--- src/rtl/alu_req_sched.sv ---
// Round-robin request scheduler in front of the shared 8-bit ALU.
// Issues one operation at a time and returns results on a tagged response channel.
module alu_req_sched #(
    parameter int SETTLE  = 2,
    parameter int TIMEOUT = 64
) (
    input  logic        clk,
    input  logic        rst,
    input  logic        req0_valid,
    output logic        req0_ready,
    input  logic [2:0]  req0_mode,
    input  logic [7:0]  req0_a,
    input  logic [7:0]  req0_b,
    input  logic        req1_valid,
    output logic        req1_ready,
    input  logic [2:0]  req1_mode,
    input  logic [7:0]  req1_a,
    input  logic [7:0]  req1_b,
    output logic        rsp_valid,
    input  logic        rsp_ready,
    output logic        rsp_id,
    output logic [7:0]  rsp_op1,
    output logic [7:0]  rsp_op2,
    output logic [15:0] rsp_op3,
    output logic        rsp_err,
    output logic [7:0]  alu_a,
    output logic [7:0]  alu_b,
    output logic [2:0]  alu_mode,
    input  logic [7:0]  alu_op1,
    input  logic [7:0]  alu_op2,
    input  logic [15:0] alu_op3,
    input  logic        alu_done,
    output logic        busy
);

    localparam logic [3:0] SETTLE_LOAD = 4'(SETTLE);
    localparam logic [8:0] TIMEOUT_CNT = 9'(TIMEOUT);

    typedef enum logic [1:0] {
        ST_IDLE,
        ST_SETTLE,
        ST_WAIT,
        ST_RESP
    } state_e;

    state_e      state_q;
    logic        lastGrant_q;
    logic [3:0]  settleCnt_q;
    logic [7:0]  waitCnt_q;
    logic [8:0]  waitCnt_d;
    logic [7:0]  aluA_q;
    logic [7:0]  aluB_q;
    logic [2:0]  aluMode_q;
    logic        rspId_q;
    logic [7:0]  rspOp1_q;
    logic [7:0]  rspOp2_q;
    logic [15:0] rspOp3_q;
    logic        rspErr_q;
    logic        grant0;
    logic        grant1;

    // On a tie the port that did not win last time gets the grant.
    assign grant0     = req0_valid && (!req1_valid || lastGrant_q);
    assign grant1     = req1_valid && (!req0_valid || !lastGrant_q);
    assign req0_ready = (state_q == ST_IDLE) && grant0;
    assign req1_ready = (state_q == ST_IDLE) && grant1;

    assign waitCnt_d  = {1'b0, waitCnt_q} + 9'd1;

    always_ff @(posedge clk) begin
        if (rst) begin
            state_q     <= ST_IDLE;
            lastGrant_q <= 1'b1;
            settleCnt_q <= '0;
            waitCnt_q   <= '0;
            aluA_q      <= '0;
            aluB_q      <= '0;
            aluMode_q   <= '0;
            rspId_q     <= 1'b0;
            rspOp1_q    <= '0;
            rspOp2_q    <= '0;
            rspOp3_q    <= '0;
            rspErr_q    <= 1'b0;
        end else begin
            case (state_q)
                ST_IDLE: begin
                    if (req0_ready || req1_ready) begin
                        aluA_q      <= req1_ready ? req1_a : req0_a;
                        aluB_q      <= req1_ready ? req1_b : req0_b;
                        aluMode_q   <= req1_ready ? req1_mode : req0_mode;
                        lastGrant_q <= req1_ready;
                        settleCnt_q <= SETTLE_LOAD;
                        state_q     <= ST_SETTLE;
                    end
                end
                ST_SETTLE: begin
                    settleCnt_q <= settleCnt_q - 4'd1;
                    if (settleCnt_q == 4'd1) begin
                        waitCnt_q <= '0;
                        state_q   <= ST_WAIT;
                    end
                end
                ST_WAIT: begin
                    // done may still be high from the previous op, so it is only trusted here.
                    if (alu_done) begin
                        rspId_q  <= lastGrant_q;
                        rspOp1_q <= alu_op1;
                        rspOp2_q <= alu_op2;
                        rspOp3_q <= alu_op3;
                        rspErr_q <= 1'b0;
                        state_q  <= ST_RESP;
                    end else begin
                        waitCnt_q <= waitCnt_d[7:0];
                        if (waitCnt_d == TIMEOUT_CNT) begin
                            rspId_q  <= lastGrant_q;
                            rspOp1_q <= '0;
                            rspOp2_q <= '0;
                            rspOp3_q <= '0;
                            rspErr_q <= 1'b1;
                            state_q  <= ST_RESP;
                        end
                    end
                end
                ST_RESP: begin
                    if (rsp_ready) begin
                        state_q <= ST_IDLE;
                    end
                end
                default: state_q <= ST_IDLE;
            endcase
        end
    end

    assign rsp_valid = (state_q == ST_RESP);
    assign busy      = (state_q != ST_IDLE);
    assign rsp_id    = rspId_q;
    assign rsp_op1   = rspOp1_q;
    assign rsp_op2   = rspOp2_q;
    assign rsp_op3   = rspOp3_q;
    assign rsp_err   = rspErr_q;
    assign alu_a     = aluA_q;
    assign alu_b     = aluB_q;
    assign alu_mode  = aluMode_q;

endmodule

--- config.mk ---
export PLATFORM = sky130hd
export DESIGN_NAME = alu_req_sched
export DESIGN_NICKNAME = d
export VERILOG_FILES = /design/src/rtl/alu_req_sched.sv
export SDC_FILE = /design/constraint.sdc
export NUM_CORES = 1
export LEC_CHECK = 0
export BUFFER_PORTS_ARGS = -buffer_cell sky130_fd_sc_hd__buf_2
export CORE_ASPECT_RATIO = 1.5
export CORE_MARGIN = 2
export CORE_UTILIZATION = 47
export DETAILED_ROUTE_END_ITERATION = 16
export PLACE_DENSITY = 0.77
export SLEW_MARGIN = 0
export SYNTH_ARGS = -nofsm -noshare
export SYNTH_HDL_FRONTEND = slang
export SYNTH_SLANG_ARGS = --single-unit
export TNS_END_PERCENT = 30
--- constraint.sdc ---
create_clock -name clk -period 2.6 [get_ports clk]
set_input_delay 0.52 -clock clk [delete_from_list [all_inputs] [get_ports clk]]
set_output_delay 0.52 -clock clk [all_outputs]
set_load 0.005 [all_outputs]
# Word level (Yosys, flattened, before mapping)
# Index checks and enable logic that the tools add are counted.
[word_totals]
reg_bits = 68
in_bits = 76
out_inout_bits = 57
elab_cells = 67
[classes]
add_sub_neg = 2
eq_ne = 10
muxes = 23
n_reduce_logical = 20
[ops]
columns = ["cell", "n"]
rows = [
  ["8-bit two-way mux", 7],
  ["16-bit two-way mux", 2],
  ["8-bit one-hot mux with 2 select lines", 1],
  ["2-bit two-way mux", 5],
  ["8-bit by 1-bit adder with 9-bit output, second input constant", 1],
  ["9-bit by 7-bit == test with 1-bit output, second input constant", 1],
  ["2-bit one-hot mux with 4 select lines", 1],
  ["4-bit one-hot mux with 2 select lines", 1],
  ["2-bit nonzero test", 4],
  ["2-bit AND reduction", 3],
  ["2-bit == test, second input constant", 2],
  ["4-bit by 1-bit == test with 1-bit output, second input constant", 1],
  ["1-bit logical AND", 4],
  ["1-bit two-way mux", 4],
  ["4-bit two-way mux", 1],
  ["2-bit by 1-bit != test with 1-bit output, second input constant", 2],
  ["2-bit != test, second input constant", 2],
  ["4-bit AND reduction", 1],
  ["4-bit by 1-bit subtractor with 4-bit output, second input constant", 1],
  ["1-bit zero test", 3],
  ["1-bit logical OR", 3],
  ["3-bit two-way mux", 1],
  ["3-bit != test, second input constant", 1],
  ["3-bit AND reduction", 1],
  ["2 further kinds", 2],
]

# Longest topological paths before layout
[logic_depth]
ltp_word = 7
ltp_mapped = 8
depth_no_buf = 7

# Worst setup path before layout
# Ideal clock, no wire load.
[synth_timing]
kind = "reg2reg"
start = "register waitCnt_q[0]"
end = "register rspOp1_q[0] (netlist: rsp_op1[0])"
setup_time_ns = 0.059
arrival_ns = 1.969
required_ns = 2.541
path_slack_ns = 0.572
path_stages_with_launch = 9
path_buffers = 2
synth_period_minus_slack_ns = 2.028
path_cell_list = "dfxtp_1 > ha_1 > and2_4 > buf_6 > a32o_1 > o211a_4 > a211oi_4 > buf_6 > a22o_1"
[synth_between]
elab_chain_len = 4
[synth_rtl]
columns = ["element", "line_no", "text"]
rows = [
  ["start, declared", "49", "logic [7:0] waitCnt_q;"],
  ["start signal, assigned", "113", "waitCnt_q <= waitCnt_d[7:0];"],
  ["8-bit by 1-bit adder with 9-bit output", "68", "assign waitCnt_d = {1'b0, waitCnt_q} + 9'd1;"],
  ["9-bit by 7-bit == test with 1-bit output", "114", "if (waitCnt_d == TIMEOUT_CNT) begin"],
  ["2-bit nonzero test (no line)", "--", ""],
  ["2-bit AND reduction (no line)", "--", ""],
  ["end signal, assigned", "107", "rspOp1_q <= alu_op1;"],
  ["end, declared", "55", "logic [7:0] rspOp1_q;"],
]
# No other way between the ends.
# A chain may end at the register's enable or synchronous reset.

# Worst setup path after layout
[layout_timing]
start = "register waitCnt_q[0]"
end = "register rspOp3_q[4] (netlist: rsp_op3[4])"
[layout_between]
elab_chain_len = 4
[layout_rtl]
columns = ["element", "line_no", "text"]
rows = [
  ["8-bit by 1-bit adder with 9-bit output", "68", ""],
  ["9-bit by 7-bit == test with 1-bit output", "114", ""],
  ["2-bit nonzero test (no line)", "--", ""],
  ["2-bit AND reduction (no line)", "--", ""],
  ["end signal, assigned", "109", "rspOp3_q <= alu_op3;"],
  ["end, declared", "57", "logic [15:0] rspOp3_q;"],
]
# No other way between the ends.

==> impl_summary.log <==
[metrics] number of cells upsized or downsized after cts: 0
[metrics] post-DR vias/cell: between 5 and 6
[metrics] share of the synthesized area in the top cell type: between 40% and 50%
[metrics] clock tree from TritonCTS: yes
[metrics] clock power share: a little over a quarter
[metrics] Die Outline Area: 6839 µm²
[metrics] element type at the critical path end: register
[metrics] family with the most delay on the worst path: compound AO/OA/AOI/OAI gates
[metrics] Pleak: 1.863 nW
[metrics] Worst Hold Endpoint: rsp_op3[0]
[metrics] Starting Density: 48.07%
[metrics] Std-Cell Rows: 35
[metrics] VDD IR-drop max: 0.4539 mV
[metrics] Yosys warning count: 0
[metrics] Die Width: 68.20 µm
[metrics] Overall Power: 3.284 mW
[metrics] most used flip-flop cell after synthesis: sky130_fd_sc_hd__dfxtp_1
[metrics] hold slack: 389.6 ps
[metrics] flip-flop and latch count after synthesis: 68
[metrics] Top-Level Pins: 133
[metrics] endpoint of the most critical register-to-register path: rsp_op3[4]
[metrics] die height: 100.3 µm
[metrics] maximum clock path buffer count: 2
[metrics] number of stages on the worst hold path: 2
[metrics] post-detailed-route count of antenna-violating nets: 0
[metrics] count of distinct cell types in the synthesized netlist: 42
[metrics] number of instances in the synthesized netlist: 315
[metrics] number of buffers created by CTS: 9
[metrics] routed vias: 2772
[metrics] share of final-layout standard cells stronger than drive strength 1: between 30% and 40%
[metrics] number of nets at the end of the flow: ~530
[metrics] worst-path cell with the longest stage delay: sky130_fd_sc_hd__dfxtp_1
[metrics] number of design-rule violations left by the first detailed-router iteration: 93
[metrics] floorplan core area: 6043 µm²
[metrics] final critical-path share of the clock period: 82.61%
[metrics] number of enable flip-flop cells after synthesis: 0
[metrics] cell area after synthesis: 2905 µm²
[metrics] Synth Net Count: ~400
[metrics] type of the tightest min-delay check: in2reg
[metrics] Max Cap Viol: 0
[metrics] all-layer global routing usage: 21.06%
[metrics] number of buffer and inverter stages on the critical path: 1
[metrics] buffers added on ports: 132
[metrics] final-report max-slew violation count: 0
[metrics] area leader, netlist: sky130_fd_sc_hd__dfxtp_1
[metrics] launch point of the worst reg-to-reg path: waitCnt_q[0]
[metrics] Ant. Diodes: 0
[metrics] final worst path period need: about 2100 ps
[metrics] latest clock arrival within the worst-skew pair: 340 ps
[metrics] Critical Path Start: waitCnt_q[0]
[metrics] placement-stage cell area: 3588 µm²
[metrics] first-pass GRT wire length: 11080 µm
[metrics] count of endpoints failing setup in the final report: 0
[metrics] unrepaired setup endpoints after global routing: no
[metrics] sum of negative setup slack: 0 ps
[metrics] FFs w/ async S/R, synth: 0%
[metrics] total setup buffers inserted after CTS: 0
[metrics] register-to-register setup slack: between 400 and 500 ps
[metrics] clock slew at reported path FFs: ~80 ps
[metrics] ordered cell list for the critical path: ha_1 -> and2_4 -> a32o_1 -> o211a_4 -> a211oi_4 -> buf_4 -> a22o_1
[metrics] combinational power share: 33.2%
[metrics] DR pass1 iterations: 5
[metrics] Critical Path Start Type: register
[metrics] wire per inst: 13.28 µm
[metrics] Worst Clk Skew: 11.02 ps
[metrics] syn_area_per_cell: 9.223 µm²
[metrics] outcome: completed
[metrics] peak clock frequency supported by timing: between 400 and 500 MHz
[metrics] switching power: 1.133 mW
[metrics] total DRC errors in the routed layout: 0
[metrics] arrival time at the worst endpoint: 2430 ps
[metrics] number of endpoints with negative hold slack in the final report: 0
[metrics] H-Tree Depth: 3
[metrics] origin of the worst min-delay path: alu_op3[0]
[metrics] final standard cell utilization of the core: between 60% and 70%
[metrics] sum of routed wire length over all layers: 6945 µm
[metrics] worst reg2reg path depth: 7
[metrics] aggregate global routing overflow: 0
[metrics] Worst Max-Slew Pin Slew: 703.9 ps
[metrics] largest net degree at the start of global routing: 33
[metrics] Max Fanout on Critical Path: 32
[metrics] sequential fraction of the synthesis area: a little under half
[metrics] number of global-route vias before repair: 2552
[metrics] startpoint-to-endpoint class of the critical path: reg2reg
[metrics] dominant cells by area after synthesis: sky130_fd_sc_hd__dfxtp_1, sky130_fd_sc_hd__a22o_1, sky130_fd_sc_hd__nand2_1
[metrics] hold buffers post-CTS: 0
[metrics] max incr delay on CP: 370 ps
[metrics] area growth from synthesis to layout: 30.36%
[metrics] cell-internal power: 2.151 mW
[metrics] power density over the cells: 867.1 nW/µm²
[metrics] net switching fraction of the power: 34.51%
[metrics] Relative slew margins: 52.86%
[metrics] antenna violations before repair: 0
[metrics] routability congestion estimate from global placement: 0.9030
[metrics] dpl hpwl: around 5000 µm
[metrics] library cell used as clock root buffer: sky130_fd_sc_hd__clkbuf_8
[metrics] Post-Layout Inst Area: 3787 µm²
[metrics] Crit path required time: 2880 ps
[metrics] fraction of power consumed by sequential logic: 40.8%
[metrics] CTS sink count: 68
worst register-to-register path, delay by kind of cell (launching register included):
kind	cells	cell delay, ps
buf+inv	1	340
flops	1	370
compound gates	4	920
fa+ha+maj	1	270
simple gates	1	200
how the worst max path moves through the flow:
| stage | cells after the start | slack [ps] | to |
|---|---|---|---|
| 2_1_floorplan | 8 | 570 | rsp_op1[0] |
| 3_3_place_gp | 7 | 530 | rsp_op3[12] |
| 3_5_place_dp | 7 | 480 | rsp_op2[6] |
| 4_1_cts | 7 | 460 | rsp_op3[6] |
| 5_1_grt | 7 | 300 | rsp_op2[6] |
| 6_report | 7 | 450 | rsp_op3[4] |
state kept, by name (all words and copies together), names as in the netlist, 3 cells and up:
signal,flops
rsp_op3,16
alu_a,8
alu_b,8
rsp_op1,8
rsp_op2,8
waitCnt_q,8
settleCnt_q,4
alu_mode,3
metrics by stage:
| step | std cells | setup WS (ps) |
|---|---|---|
| floorplan | 315 | 572.3 |
| global placement | 507 | 526.6 |
| detailed placement | 507 | 481.7 |
| CTS | 523 | 458.7 |
| global route | 523 | 304.1 |
| finish | 523 | 452.2 |
cells by family (layout without fill, tap and decap cells):
logic type / Yosys count / count (layout) / synth area share, %
AO/OA/AOI/OAI: 93 / 93 / 25.28
adder cells (fa/ha/maj): 8 / 8 / 3.445
buffers and inverters: 30 / 164 / 5.771
flip-flops: 68 / 68 / 46.86
multiplexers: 3 / 3 / 1.034
AND/OR/NAND/NOR: 113 / 113 / 17.61
power groups by stage:
stage	Combinational (mW)	Sequential, mW	Clock (mW)
6_report	1.09	1.34	0.854
2_1_floorplan	0.696	1.36	0
3_5_place_dp	1.10	1.36	0
5_1_grt	1.22	1.37	0.921
4_1_cts	1.10	1.34	0.875
3_3_place_gp	1.07	1.36	0
routing by layer:
metal / track usage (%) / share of wire, %
met5: 0 / 0
met4: 11.69 / 3.0
met2: 34.28 / 49
met3: 7.623 / 7.8
met1: 23.13 / 40
cells in the final DEF (no fill, tap or decap), types with 3 or more instances in the layout:
cell type	instances
sky130_fd_sc_hd__and3_1	4
sky130_fd_sc_hd__dfxtp_1	68
sky130_fd_sc_hd__a311oi_1	19
sky130_fd_sc_hd__a22o_1	32
sky130_fd_sc_hd__clkinv_4	3
sky130_fd_sc_hd__nor2_1	31
sky130_fd_sc_hd__inv_1	10
sky130_fd_sc_hd__o21ai_1	7
sky130_fd_sc_hd__clkbuf_8	9
sky130_fd_sc_hd__nand2b_1	6
sky130_fd_sc_hd__nand2_1	48
sky130_fd_sc_hd__a21oi_1	16
sky130_fd_sc_hd__nor3_1	5
sky130_fd_sc_hd__nor4_1	4
sky130_fd_sc_hd__mux2i_1	3
sky130_fd_sc_hd__ha_1	8
sky130_fd_sc_hd__nand3_1	4
sky130_fd_sc_hd__buf_4	5
sky130_fd_sc_hd__buf_2	132
synthesized netlist by cell type, drive strengths merged (5+ instances only):
library cell and n:
nand2 48, ha 8, nand2b 6, nor3 5, inv 10, buf 6, clkbuf 11, a21oi 16
a22o 32, a311oi 19, o21ai 7, dfxtp 68, nor2 32
layout make-up:
type / instances / area, µm²
Fill cell: 538 / 2256
Multi-Input combinational cell: 217 / 1379
Sequential cell: 68 / 1361
Timing Repair Buffer: 138 / 718.2
Clock buffer: 9 / 123.9
Tap cell: 74 / 92.59
Clock inverter: 7 / 75.07
Inverter: 10 / 37.54
Note: power is estimated with default switching activity, not from simulation.
